[src/rtl/ov5640_init_pkg.sv]
// Shared types and constants for the OV5640 register-table init sequencer.
package ov5640_init_pkg;

    typedef enum logic [2:0] {
        PWRUP,
        FETCH,
        ROMWAIT,
        ISSUE,
        WAITDONE,
        DLY,
        DONE,
        ERROR
    } state_t;

    // Delays for a 50 MHz clock: 20 ms power-up, 5 ms after soft reset
    localparam int PWRUP_DELAY_50M = 1_000_000;
    localparam int RST_DELAY_50M   = 250_000;

    localparam int REG_ADDR_MSB = 23;
    localparam int REG_ADDR_LSB = 8;
    localparam int DATA_MSB     = 7;

    function automatic int max_int(input int a, input int b);
        return (a > b) ? a : b;
    endfunction

endpackage

[src/rtl/ov5640_delay_cnt.sv]
// Loadable down-counter; emits a one-cycle expire pulse, zero load costs one cycle.
module ov5640_delay_cnt #(
    parameter int WIDTH = 8
) (
    input  logic             clk,
    input  logic             rst,
    input  logic             start,
    input  logic [WIDTH-1:0] load,
    output logic             expire
);

    logic [WIDTH-1:0] cnt;
    logic             running;

    always_ff @(posedge clk or posedge rst) begin
        if (rst) begin
            cnt     <= '0;
            running <= 1'b0;
            expire  <= 1'b0;
        end else begin
            expire <= 1'b0;
            if (start) begin
                cnt     <= load;
                running <= 1'b1;
            end else if (running) begin
                if (cnt <= WIDTH'(1)) begin
                    running <= 1'b0;
                    expire  <= 1'b1;
                end else begin
                    cnt <= cnt - 1'b1;
                end
            end
        end
    end

endmodule

[src/rtl/ov5640_init_seq.sv]
// Walks the OV5640 init table and writes each entry through the SCCB master.
module ov5640_init_seq
    import ov5640_init_pkg::*;
#(
    parameter int ADDR_WIDTH      = 8,
    parameter int DATA_WIDTH      = 24,
    parameter int TABLE_LEN       = 252,
    parameter int PWRUP_DELAY_CYC = PWRUP_DELAY_50M,
    parameter int RST_DELAY_CYC   = RST_DELAY_50M,
    parameter int DELAY_INDEX     = 1,
    parameter int MAX_RETRY       = 3
) (
    input  logic                  clk,
    input  logic                  rst,
    input  logic                  init_start,
    output logic [ADDR_WIDTH-1:0] rom_addr,
    input  logic [DATA_WIDTH-1:0] rom_q,
    output logic                  sccb_req,
    output logic [15:0]           sccb_reg_addr,
    output logic [7:0]            sccb_wr_data,
    input  logic                  sccb_ready,
    input  logic                  sccb_done,
    input  logic                  sccb_nack,
    output logic                  init_busy,
    output logic                  init_done,
    output logic                  init_error,
    output logic [ADDR_WIDTH-1:0] wr_index
);

    localparam int DW = $clog2(max_int(PWRUP_DELAY_CYC, RST_DELAY_CYC)) + 1;
    localparam int RW = $clog2(MAX_RETRY + 1);

    state_t state, state_n;
    logic [ADDR_WIDTH-1:0] index, index_n, rom_addr_n;
    logic [RW-1:0]         retry, retry_n, retry_inc;
    logic                  armed, armed_n, rw_second, rw_second_n;
    logic                  req_n, busy_n, done_n, error_n;
    logic [15:0]           reg_addr_n;
    logic [7:0]            wr_data_n;
    logic                  dly_start, dly_expire, last;
    logic [DW-1:0]         dly_load;

    ov5640_delay_cnt #(.WIDTH(DW)) u_dly (
        .clk    (clk),
        .rst    (rst),
        .start  (dly_start),
        .load   (dly_load),
        .expire (dly_expire)
    );

    assign last      = (index == ADDR_WIDTH'(TABLE_LEN - 1));
    assign retry_inc = retry + 1'b1;
    assign wr_index  = index;

    always_ff @(posedge clk or posedge rst) begin
        if (rst) begin
            state         <= PWRUP;
            index         <= '0;
            retry         <= '0;
            armed         <= 1'b0;
            rw_second     <= 1'b0;
            rom_addr      <= '0;
            sccb_req      <= 1'b0;
            sccb_reg_addr <= '0;
            sccb_wr_data  <= '0;
            init_busy     <= 1'b0;
            init_done     <= 1'b0;
            init_error    <= 1'b0;
        end else begin
            state         <= state_n;
            index         <= index_n;
            retry         <= retry_n;
            armed         <= armed_n;
            rw_second     <= rw_second_n;
            rom_addr      <= rom_addr_n;
            sccb_req      <= req_n;
            sccb_reg_addr <= reg_addr_n;
            sccb_wr_data  <= wr_data_n;
            init_busy     <= busy_n;
            init_done     <= done_n;
            init_error    <= error_n;
        end
    end

    always_comb begin
        state_n     = state;
        index_n     = index;
        retry_n     = retry;
        armed_n     = armed;
        rw_second_n = rw_second;
        rom_addr_n  = rom_addr;
        req_n       = sccb_req;
        reg_addr_n  = sccb_reg_addr;
        wr_data_n   = sccb_wr_data;
        busy_n      = init_busy;
        done_n      = init_done;
        error_n     = init_error;
        dly_start   = 1'b0;
        dly_load    = DW'(PWRUP_DELAY_CYC);
        case (state)
            PWRUP: begin
                busy_n = 1'b1;
                if (!armed) begin
                    dly_start = 1'b1;
                    armed_n   = 1'b1;
                end else if (dly_expire) begin
                    index_n = '0;
                    state_n = FETCH;
                end
            end
            FETCH: begin
                rom_addr_n  = index;
                rw_second_n = 1'b0;
                state_n     = ROMWAIT;
            end
            ROMWAIT: begin
                // ROM output is registered: usable on the second cycle
                if (!rw_second) begin
                    rw_second_n = 1'b1;
                end else begin
                    reg_addr_n = rom_q[REG_ADDR_MSB:REG_ADDR_LSB];
                    wr_data_n  = rom_q[DATA_MSB:0];
                    req_n      = 1'b1;
                    state_n    = ISSUE;
                end
            end
            ISSUE: begin
                if (sccb_req && sccb_ready) begin
                    req_n   = 1'b0;
                    state_n = WAITDONE;
                end
            end
            WAITDONE: begin
                if (sccb_done && !sccb_nack) begin
                    retry_n = '0;
                    if (index == ADDR_WIDTH'(DELAY_INDEX)) begin
                        dly_start = 1'b1;
                        dly_load  = DW'(RST_DELAY_CYC);
                        state_n   = DLY;
                    end else if (last) begin
                        state_n = DONE;
                        done_n  = 1'b1;
                        busy_n  = 1'b0;
                    end else begin
                        index_n = index + 1'b1;
                        state_n = FETCH;
                    end
                end else if (sccb_done) begin
                    retry_n = retry_inc;
                    if (32'(retry_inc) < MAX_RETRY) begin
                        req_n   = 1'b1;
                        state_n = ISSUE;
                    end else begin
                        state_n = ERROR;
                        error_n = 1'b1;
                        busy_n  = 1'b0;
                    end
                end
            end
            DLY: begin
                if (dly_expire) begin
                    if (last) begin
                        state_n = DONE;
                        done_n  = 1'b1;
                        busy_n  = 1'b0;
                    end else begin
                        index_n = index + 1'b1;
                        state_n = FETCH;
                    end
                end
            end
            DONE, ERROR: begin
                if (init_start) begin
                    done_n  = 1'b0;
                    error_n = 1'b0;
                    retry_n = '0;
                    index_n = '0;
                    busy_n  = 1'b1;
                    state_n = FETCH;
                end
            end
            default: state_n = PWRUP;
        endcase
    end

endmodule

[config.mk]
export PLATFORM = sky130hd
export DESIGN_NAME = ov5640_init_seq
export DESIGN_NICKNAME = d
export VERILOG_FILES = /design/src/rtl/ov5640_init_pkg.sv /design/src/rtl/ov5640_delay_cnt.sv /design/src/rtl/ov5640_init_seq.sv
export SDC_FILE = /design/constraint.sdc
export NUM_CORES = 1
export LEC_CHECK = 0
export ABC_AREA = 0
export CAP_MARGIN = 5
export CORE_MARGIN = 5
export CORE_UTILIZATION = 30
export DETAILED_ROUTE_END_ITERATION = 16
export GPL_TIMING_DRIVEN = 0
export SYNTH_ARGS = -nofsm -noshare
export SYNTH_HDL_FRONTEND = slang
export SYNTH_SLANG_ARGS = --single-unit
[constraint.sdc]
create_clock -name clk -period 6.3 [get_ports clk]
set_clock_uncertainty 0.15 [all_clocks]
set_input_delay 1.89 -clock clk [delete_from_list [all_inputs] [get_ports clk]]
set_output_delay 1.89 -clock clk [all_outputs]
set_load 0.05 [all_outputs]
Word-level counts from Yosys, hierarchy flattened --
Index checks and enable logic that the tools add are counted.
Storage, ports and cells: logic and storage cells 130, bits in registers 74, output and inout port bits 44
Cells by class: multiplexer cells 65, magnitude comparators 2, reductions and logical operators 20, equal/unequal tests 25, add/subtract/negate cells 3
Operators by type and width (number):
- two-way mux 21 bit | 3
- two-way mux 20 bit | 3
- two-way mux 8 bit | 7
- two-way mux 3 bit | 11
- one-hot mux 8 bit (4 select lines) | 1
- two-way mux 1 bit | 29
- != test 2 bit, second input constant | 11
- less-or-equal comparator 21 x 1 -> 1 bit, second input constant | 1
- one-hot mux 3 bit (7 select lines) | 1
- subtractor 21 x 1 -> 21 bit, second input constant | 1
- AND reduction 7 bit | 2
- == test 3 bit, second input constant | 4
- AND reduction 6 bit | 2
- AND reduction 5 bit | 2
- != test 3 bit, second input constant | 3
- adder 8 x 1 -> 8 bit, second input constant | 1
- == test 8 x 1 -> 1 bit, second input constant | 1
- == test 8 bit, second input constant | 1
- == test 3 x 2 -> 1 bit, second input constant | 2
- two-way mux 2 bit | 3
- one-hot mux 1 bit (2 select lines) | 3
- one-hot mux 1 bit (3 select lines) | 2
- nonzero test 2 bit | 3
- nonzero test 3 bit | 2
- 13 further kinds | 16

Depth between registers and ports, before layout --
Gate-level depths: netlist (run 1).
depth after elaboration 6, gate-level depth with buffers 9

By module --
Synthesis (run 1) repeated with hierarchy kept, for this count alone.
Unflattened totals: cells, all modules 356, area, all modules 3882.5 um^2
Modules (own cells, without submodules):
- ov5640_init_seq | instances 1, area each 2469.9 um^2, cells an instance 218
- ov5640_delay_cnt | instances 1, area each 1412.6 um^2, cells an instance 138

Worst setup path before layout (run 1) --
OpenSTA, ideal clock, no wires.
path kind input-to-reg, start point in sccb_done, end point reg index[5], in the netlist wr_index[5], cell stages on the path 5, required time 6072 ps, setup time 78 ps, path slack 2999 ps, data arrival time 3073 ps, cell sequence nor2b_1 -> nor3_1 -> nor2_1 -> or4b_2 -> a21oi_1
Between the ends: longest elaborated chain between the ends 3
Ends and longest elaborated chain:
- from (decl) | line ov5640_init_seq.sv:22 | input logic sccb_done,
- logical AND 1 bit | line ov5640_init_seq.sv:134 | if (sccb_done && !sccb_nack) begin
- != test 2 bit (no source line)
- AND reduction 7 bit (no source line)
- to (signal assigned) | line ov5640_init_seq.sv:71 | index <= index_n;
- to (decl) | line ov5640_init_seq.sv:34 | logic [ADDR_WIDTH-1:0] index, index_n, rom_addr_n;
No other way between the ends. A chain may end at the register's enable or synchronous reset.

Worst setup path in the final report (run 1) --
start point reg index[3], in the netlist wr_index[3], end point out wr_index[3]
RTL lines:
- to (decl) | line ov5640_init_seq.sv:27 | output logic [ADDR_WIDTH-1:0] wr_index
No word-level cell between the ends.

==> run_results.csv, run 1 <==
group,metric,value,unit
run_status,status,"completed",
placed_design,portBuffers,73,
logic_synthesis,avgSynthCellArea,10.5,µm²
final_layout,drive_above_1_share,17.0,%
setup_path,start_kind,"flop",
cts,cts_tree,"yes",
job,drv_cap,0,
cts,postCtsSetupRepairBufs,0,
sta,worst_slew_pin_slew,1.24,ns
global_route,grt_remaining_overflow,0,
setup_path,cp_num_buf_inv,1,
logic_synthesis,synth_seq_cells,74,
drt,drt_iter0_drc,155,
cts,htree_levels,3,
placed_design,gp_congestion,0.865,
drt,wl_met3,752,µm
drt,routed_wl,9560,µm
setup_path,cp.arrival,1.71,ns
sta,fin_crit,3.75,ns
setup_path,critPathMaxStageDelay,0.87,ns
sta,relSlewSlack,16.3,%
drt,wl_per_cell,15.2,µm
logic_synthesis,syn-num-nets,403,
pwr,power_leakage,2.07,nW
drt,dr_wl_met2,4400,µm
final_layout,area_growth,33.0,%
final_layout,stdcell_area,0.00516,mm²
sta,period_share,59.5,%
placed_design,dp_hpwl,6870,µm
sta,setup_tns,0,ns
drt,vias_per_cell,5.15,
drt,dr_total_vias,3245,
logic_synthesis,synth_area,0.00388,mm²
final_layout,layout.nets,488,
setup_path,critPathTopFamily,"buffers and inverters",
floorplan,start_util,30.6,%
floorplan,fp-row-count,41,
global_route,grt_max_degree,64,
pwr,power.density,472,mW/mm²
cts,clkSlewWorstSetupHoldPaths,0.06,ns
logic_synthesis,yosysSeqAreaShare,47.7,%
drt,drc,0,
cts,cts-root-buf,"clkbuf_16",
cts,cts-hold-fix-buffers,0,
placed_design,placed_cell_area,0.00486,mm²
setup_path,path_cells,"clkdlybuf4s50_1",
final_layout,antennaDiodeCount,0,
cts,clk_path_buf_depth,2,
setup_path,path_max_fanout,9,
setup_path,endpoint_kind,"output pin",
setup_path,crit_required,4.26,ns
cts,clock_latency,0.33,ns
floorplan,die-height,124,µm
sta,fmax,267,MHz
worst_hold_path,hp-class,"reg -> reg",
logic_synthesis,synth_cell_type_count,64,
sta,rsz0062_at_grt,"false",
global_route,grt_pass1_vias,3277,
setup_path,crit_type,"reg -> out",
floorplan,die_area,0.0153,mm²
floorplan,dieWidth,124,µm
sta,hold_viol,0,
global_route,antenna_found_initial,0,
logic_synthesis,yosys_warnings,0,
sta,slew_viol_final,0,
global_route,gr-usage-all-layers,13.3,%
drt,drt_pass1_iterations,4,
logic_synthesis,synthFlopType,"dfrtp_1",
setup_path,cp_slowest_cell,"clkdlybuf4s50_1",
cts,ctsResizeCount,0,
cts,clock_sinks,74,
floorplan,core,0.0127,mm²
sta,setup_viol,0,
global_route,grt_first_pass_wirelength,16200,µm
logic_synthesis,async_flop_share,100,%
drt,highest_layer,"met4",
final_layout,fillerInstances,1248,
logic_synthesis,synth_edf_count,0,
floorplan,pin_count,74,
cts,cts_made_buffers,9,
logic_synthesis,synth_cells,368,
drt,drtAntennaViolNets,0,
pwr,peakVddDrop,0.287,mV
drt,drt-met1-wl,4250,µm
==> state kept, by name (all words and copies together), names as in the netlist, 2 cells and up <==
| signal | flops |
|---|---|
| retry | 2 |
| rom_addr | 8 |
| sccb_reg_addr | 16 |
| sccb_wr_data | 8 |
| state | 3 |
| u_dly.cnt | 21 |
| wr_index | 8 |
==> cells in the final DEF, fill, tap and decap left out, drive strengths merged, types with 4 or more instances in the layout <==
cell / instances
mux2i: 5
nor3: 13
o211ai: 4
or4: 11
or3: 11
dfrtp: 74
a21o: 4
buf: 10
o21ai: 15
clkdlybuf4s50: 73
nand2: 27
inv: 13
ha: 5
nand4: 5
mux2: 34
a21oi: 21
nor2: 18
nand2b: 6
o31ai: 8
clkbuf: 23
nor4: 7
and4: 5
nand3: 16
==> final timing paths <==
path                              from              end  slack, ns  cells after the start
max                        wr_index[3]      wr_index[3]       2.55                      1
min                          init_done        init_done       0.34                      1
max reg2reg                   state[0]     u_dly.cnt[3]       3.68                      5
min reg2reg                  init_done        init_done       0.34                      1
max in group asynchronous          rst         retry[1]       3.79                      3
min in group asynchronous          rst  sccb_wr_data[7]       1.68                      2
==> routing by layer <==
metal	vias up	global-route usage, %
li1	1548	-
met1	1577	17.1
met2	111	20.8
met3	9	4.00
met4	0	5.33
met5	-	0
==> synthesized netlist by cell type (3+ instances only) <==
cell type | instances | share of area [%]
dfrtp_1 | 74 | 48
mux2_2 | 34 | 9.9
nand2_1 | 27 | 2.6
a21oi_1 | 21 | 2.7
nor2_1 | 18 | 1.7
nand3_1 | 16 | 2.1
inv_1 | 13 | 1.3
nor3_1 | 12 | 1.5
o21ai_0 | 12 | 1.5
clkbuf_1 | 10 | 0.97
or3_1 | 10 | 1.6
or4_1 | 10 | 1.9
o31ai_1 | 8 | 1.5
nand2b_1 | 6 | 0.97
ha_1 | 5 | 1.6
mux2i_1 | 5 | 1.3
nand4_1 | 5 | 0.81
a21o_1 | 4 | 0.77
buf_2 | 4 | 0.52
buf_6 | 4 | 1.2
nor4_1 | 4 | 0.64
o211ai_1 | 4 | 0.77
a31oi_1 | 3 | 0.48
nor2b_1 | 3 | 0.48
nor4_2 | 3 | 0.97
o21a_1 | 3 | 0.58
==> layout make-up <==
| cell class | instances | area [µm²] | share of cell area (%) |
|---|---|---|---|
| timing repair buffer | 74 | 758 | 14.7 |
| sequential | 74 | 1850 | 35.9 |
| multi-input combinational | 261 | 1850 | 35.9 |
| buffer | 20 | 128 | 2.47 |
| clock inverter | 4 | 50.0 | 0.969 |
| inverter | 13 | 51.3 | 0.993 |
| clock buffer | 12 | 256 | 4.97 |
| tap | 172 | 215 | 4.17 |
==> through the flow <==
| step | instances | utilization, % | hold WS, ns | power (mW) | setup WS (ns) |
|---|---|---|---|---|---|
| 6_report | 630 | 40.8 | 0.340 | 2.44 | 2.55 |
| 3_5_place_dp | 614 | 38.3 | 0.334 | 1.93 | 2.24 |
| 5_1_grt | 630 | 40.8 | 0.359 | 2.58 | 2.45 |
| 2_1_floorplan | 368 | - | 0.303 | 1.57 | 2.38 |
| 3_3_place_gp | 613 | 38.1 | 0.316 | 1.90 | 1.08 |
| 4_1_cts | 630 | 40.8 | 0.346 | 2.46 | 2.54 |
==> power breakdown <==
part | switching [mW] | internal (mW)
combinational | 0.700 | 0.447
clock | 0.195 | 0.328
sequential | 0.129 | 0.641
==> kinds of logic (layout without fill, tap and decap cells) <==
logic type                 after synthesis  after routing  share of synthesized area (%)
and+or+nand+nor                        137            137                           20.7
AOI/OAI and AO/OA                       78             78                           13.9
DFF                                     74             74                           47.7
muxes                                   39             39                           11.2
buffers and inverters                   33            123                           4.55
adders and majority gates                5              5                           1.61
xor gates and xnor gates                 2              2                          0.451
Power figures use the tool's default switching activity.
==> inputs of run 2 (changes only) <==
==> constraint.sdc (replaced) <==
create_clock -name clk -period 3.1 [get_ports clk]
set_clock_uncertainty 0.15 [all_clocks]
set_input_delay 0.93 -clock clk [delete_from_list [all_inputs] [get_ports clk]]
set_output_delay 0.93 -clock clk [all_outputs]
set_load 0.05 [all_outputs]
==> results of run 2 <==
The final DEF is identical to that of run 1. Status: completed.
Among the figures that moved: setup slack after placement 2.24 ns -> -0.00438 ns; setup slack after layout 2.55 ns -> 0.310 ns; register-to-register setup slack 3.68 ns -> 0.48 ns; total power 2.44 mW -> 4.96 mW; worst IR drop on VDD 0.287 mV -> 0.583 mV
==> inputs of run 3 (changes only) <==
--- a/config.mk
+++ b/config.mk
@@ -7,6 +7,7 @@
 export LEC_CHECK = 0
 export ABC_AREA = 0
 export CAP_MARGIN = 5
+export CORE_ASPECT_RATIO = 1.25
 export CORE_MARGIN = 5
 export CORE_UTILIZATION = 30
 export DETAILED_ROUTE_END_ITERATION = 16
==> run 3 against run 2 <==
Die area barely moved. Critical endpoint is now u_dly.cnt[16]. Fmax is 1.7% lower. Cell area shrank 0.22%. Worst setup slack lost 0.049 ns. Cell count shrank 0.79%. Hold slack improved by 0.0038 ns. Routed wire length grew 2.7%.
==> run_results.csv, run 3 (synthesized netlist as in run 1, its figures left out) <==
group,metric,value,unit
run_status,status,"completed",
global_route,met2_usage,23.0,%
cts,cts_made_buffers,9,
pwr,swShare,42.3,%
setup_path,start_kind,"input port",
global_route,use_met1,15.2,%
cts,clock_latency,0.33,ns
final_layout,reg_top3,"u_dly.cnt x21, sccb_reg_addr x16",
cts,clk_path_buf_depth,2,
final_layout,drive_above_1_share,17.3,%
worst_hold_path,whs_endpoint,"init_error",
cts,cts-root-buf,"clkbuf_16",
setup_path,ff2ff_setup_slack,0.55,ns
sta,hold_viol,0,
pwr,p_clk_share,21.2,%
sta,fmax,352,MHz
setup_path,endpoint_kind,"flop",
drt,wl_per_cell,15.7,µm
floorplan,start_util,30.5,%
floorplan,die_area,0.0153,mm²
final_layout,layout_commonest_cell,"dfrtp_1",
worst_hold_path,hold_depth,1,
final_layout,stdcell_area,0.00515,mm²
final_layout,area_growth,32.8,%
sta,fin_crit,2.84,ns
drt,drt_pass1_iterations,4,
floorplan,core,0.0127,mm²
final_layout,antennaDiodeCount,0,
pwr,switchingPower,2.09,mW
global_route,grt_pass1_vias,3230,
cts,htree_levels,3,
floorplan,die-height,137,µm
global_route,grt_first_pass_wirelength,16100,µm
setup_path,crit_required,3.22,ns
pwr,p_int,2.85,mW
final_layout,largest_register,"u_dly.cnt",
floorplan,fp-row-count,46,
pwr,total_power,4.94,mW
cts,cts-hold-fix-buffers,0,
cts,clock_sinks,74,
global_route,busiest_layer,"met2",
final_layout,fin_cells,625,
sta,setup_viol,0,
final_layout,mostFrequentLayoutCells,"dfrtp_1, clkdlybuf4s50_1, mux2_2",
placed_design,place_inst,610,
floorplan,pin_count,74,
global_route,gr-usage-all-layers,12.9,%
global_route,antenna_found_initial,0,
sta,period_share,91.6,%
cts,cts_tree,"yes",
global_route,grt_max_degree,61,
drt,drc,0,
global_route,met3_usage,3.21,%
cts,clkSlewWorstSetupHoldPaths,0.06,ns
pwr,power_frac_seq,31.5,%
placed_design,gp_congestion,0.857,
drt,routed_wl,9810,µm
drt,drt_iter0_drc,144,
setup_path,reg2reg_from,"wr_index[1]",
worst_hold_path,hp-start,"init_error",
final_layout,largest_reg_flops,21,
drt,vias_per_cell,5.18,
drt,drtAntennaViolNets,0,
setup_path,path_max_fanout,7,
setup_path,cp.arrival,2.96,ns
placed_design,portBuffers,73,
pwr,power_leakage,2.07,nW
cts,postCtsSetupRepairBufs,0,
worst_hold_path,hp-class,"reg -> reg",
placed_design,placed_cell_area,0.00486,mm²
setup_path,crit_type,"in -> reg",
placed_design,dp_hpwl,7160,µm
final_layout,fillerInstances,1247,
cts,ctsResizeCount,0,
sta,relSlewSlack,43.4,%
global_route,grt_remaining_overflow,0,
pwr,peakVddDrop,0.356,mV
setup_path,rr_endpoint,"u_dly.cnt[16]",
sta,rsz0062_at_grt,"false",
floorplan,dieWidth,112,µm
sta,slew_viol_final,0,
final_layout,layout.nets,488,
sta,worst_slew_pin_slew,0.841,ns
setup_path,r2r_cells,8,
pwr,combinationalPowerShare,47.4,%
final_layout,utilization,40.5,%
pwr,power.density,958,mW/mm²
job,drv_cap,0,
drt,dr_total_vias,3239,
[run 3: cell types whose count changed in the layout (fill, tap and decap cells not counted), sizes merged]
cell,delta
clkinv,+1
clkbuf,-2
[run 3: worst max-delay path by stage]
stage | start | to | slack (ns) | cells past startpoint
4_1_cts | sccb_done | u_dly.cnt[16] | 0.27 | 7
3_5_place_dp | sccb_done | u_dly.cnt[16] | -0.07 | 7
6_report | sccb_done | u_dly.cnt[16] | 0.26 | 7
3_3_place_gp | rst | rom_addr[7] | -1.20 | 2
5_1_grt | sccb_done | u_dly.cnt[3] | 0.09 | 7
2_1_floorplan | rst | armed | 0.14 | 1
[run 3: area by class of cell]
type	instances	area [µm²]	share of cell area, %
Clock buffer	10	239	4.64
Sequential cell	74	1850	35.9
Clock inverter	5	55.1	1.07
Buffer	20	128	2.48
Multi-Input combinational cell	261	1860	36.1
Timing Repair Buffer	74	758	14.7
Inverter	13	51.3	0.996
Tap cell	168	210	4.08
[run 3: per-stage QoR]
stage | setup slack [ns] | hold WS [ns] | TNS, ns
2_1_floorplan | 0.138 | 0.303 | 0
3_3_place_gp | -1.20 | 0.317 | -88.52
3_5_place_dp | -0.0727 | 0.333 | -0.249
4_1_cts | 0.271 | 0.350 | 0
5_1_grt | 0.0909 | 0.369 | 0
6_report | 0.261 | 0.344 | 0
[run 3: power by group through the flow]
stage	clock network, mW	logic [mW]	registers [mW]
6_report	1.04	2.34	1.55
5_1_grt	1.13	2.52	1.60
4_1_cts	1.07	2.35	1.55
3_5_place_dp	0	2.34	1.57
3_3_place_gp	0	2.31	1.56
2_1_floorplan	0	0.981	2.21
[run 3: metal layers]
layer | vias to the layer above | routed length [µm]
met5 | - | 0
met4 | 0 | 196
met3 | 15 | 271
met2 | 69 | 5270
met1 | 1605 | 4080
li1 | 1550 | -
[run 3: worst max-delay path: stages]
cell and delay (ns):
clkdlybuf4s50_1 0.56, nor2b_1 0.36, and4_2 0.27, clkbuf_1 0.35, nor2_1 0.21, nand2_1 0.13
mux2_2 0.15
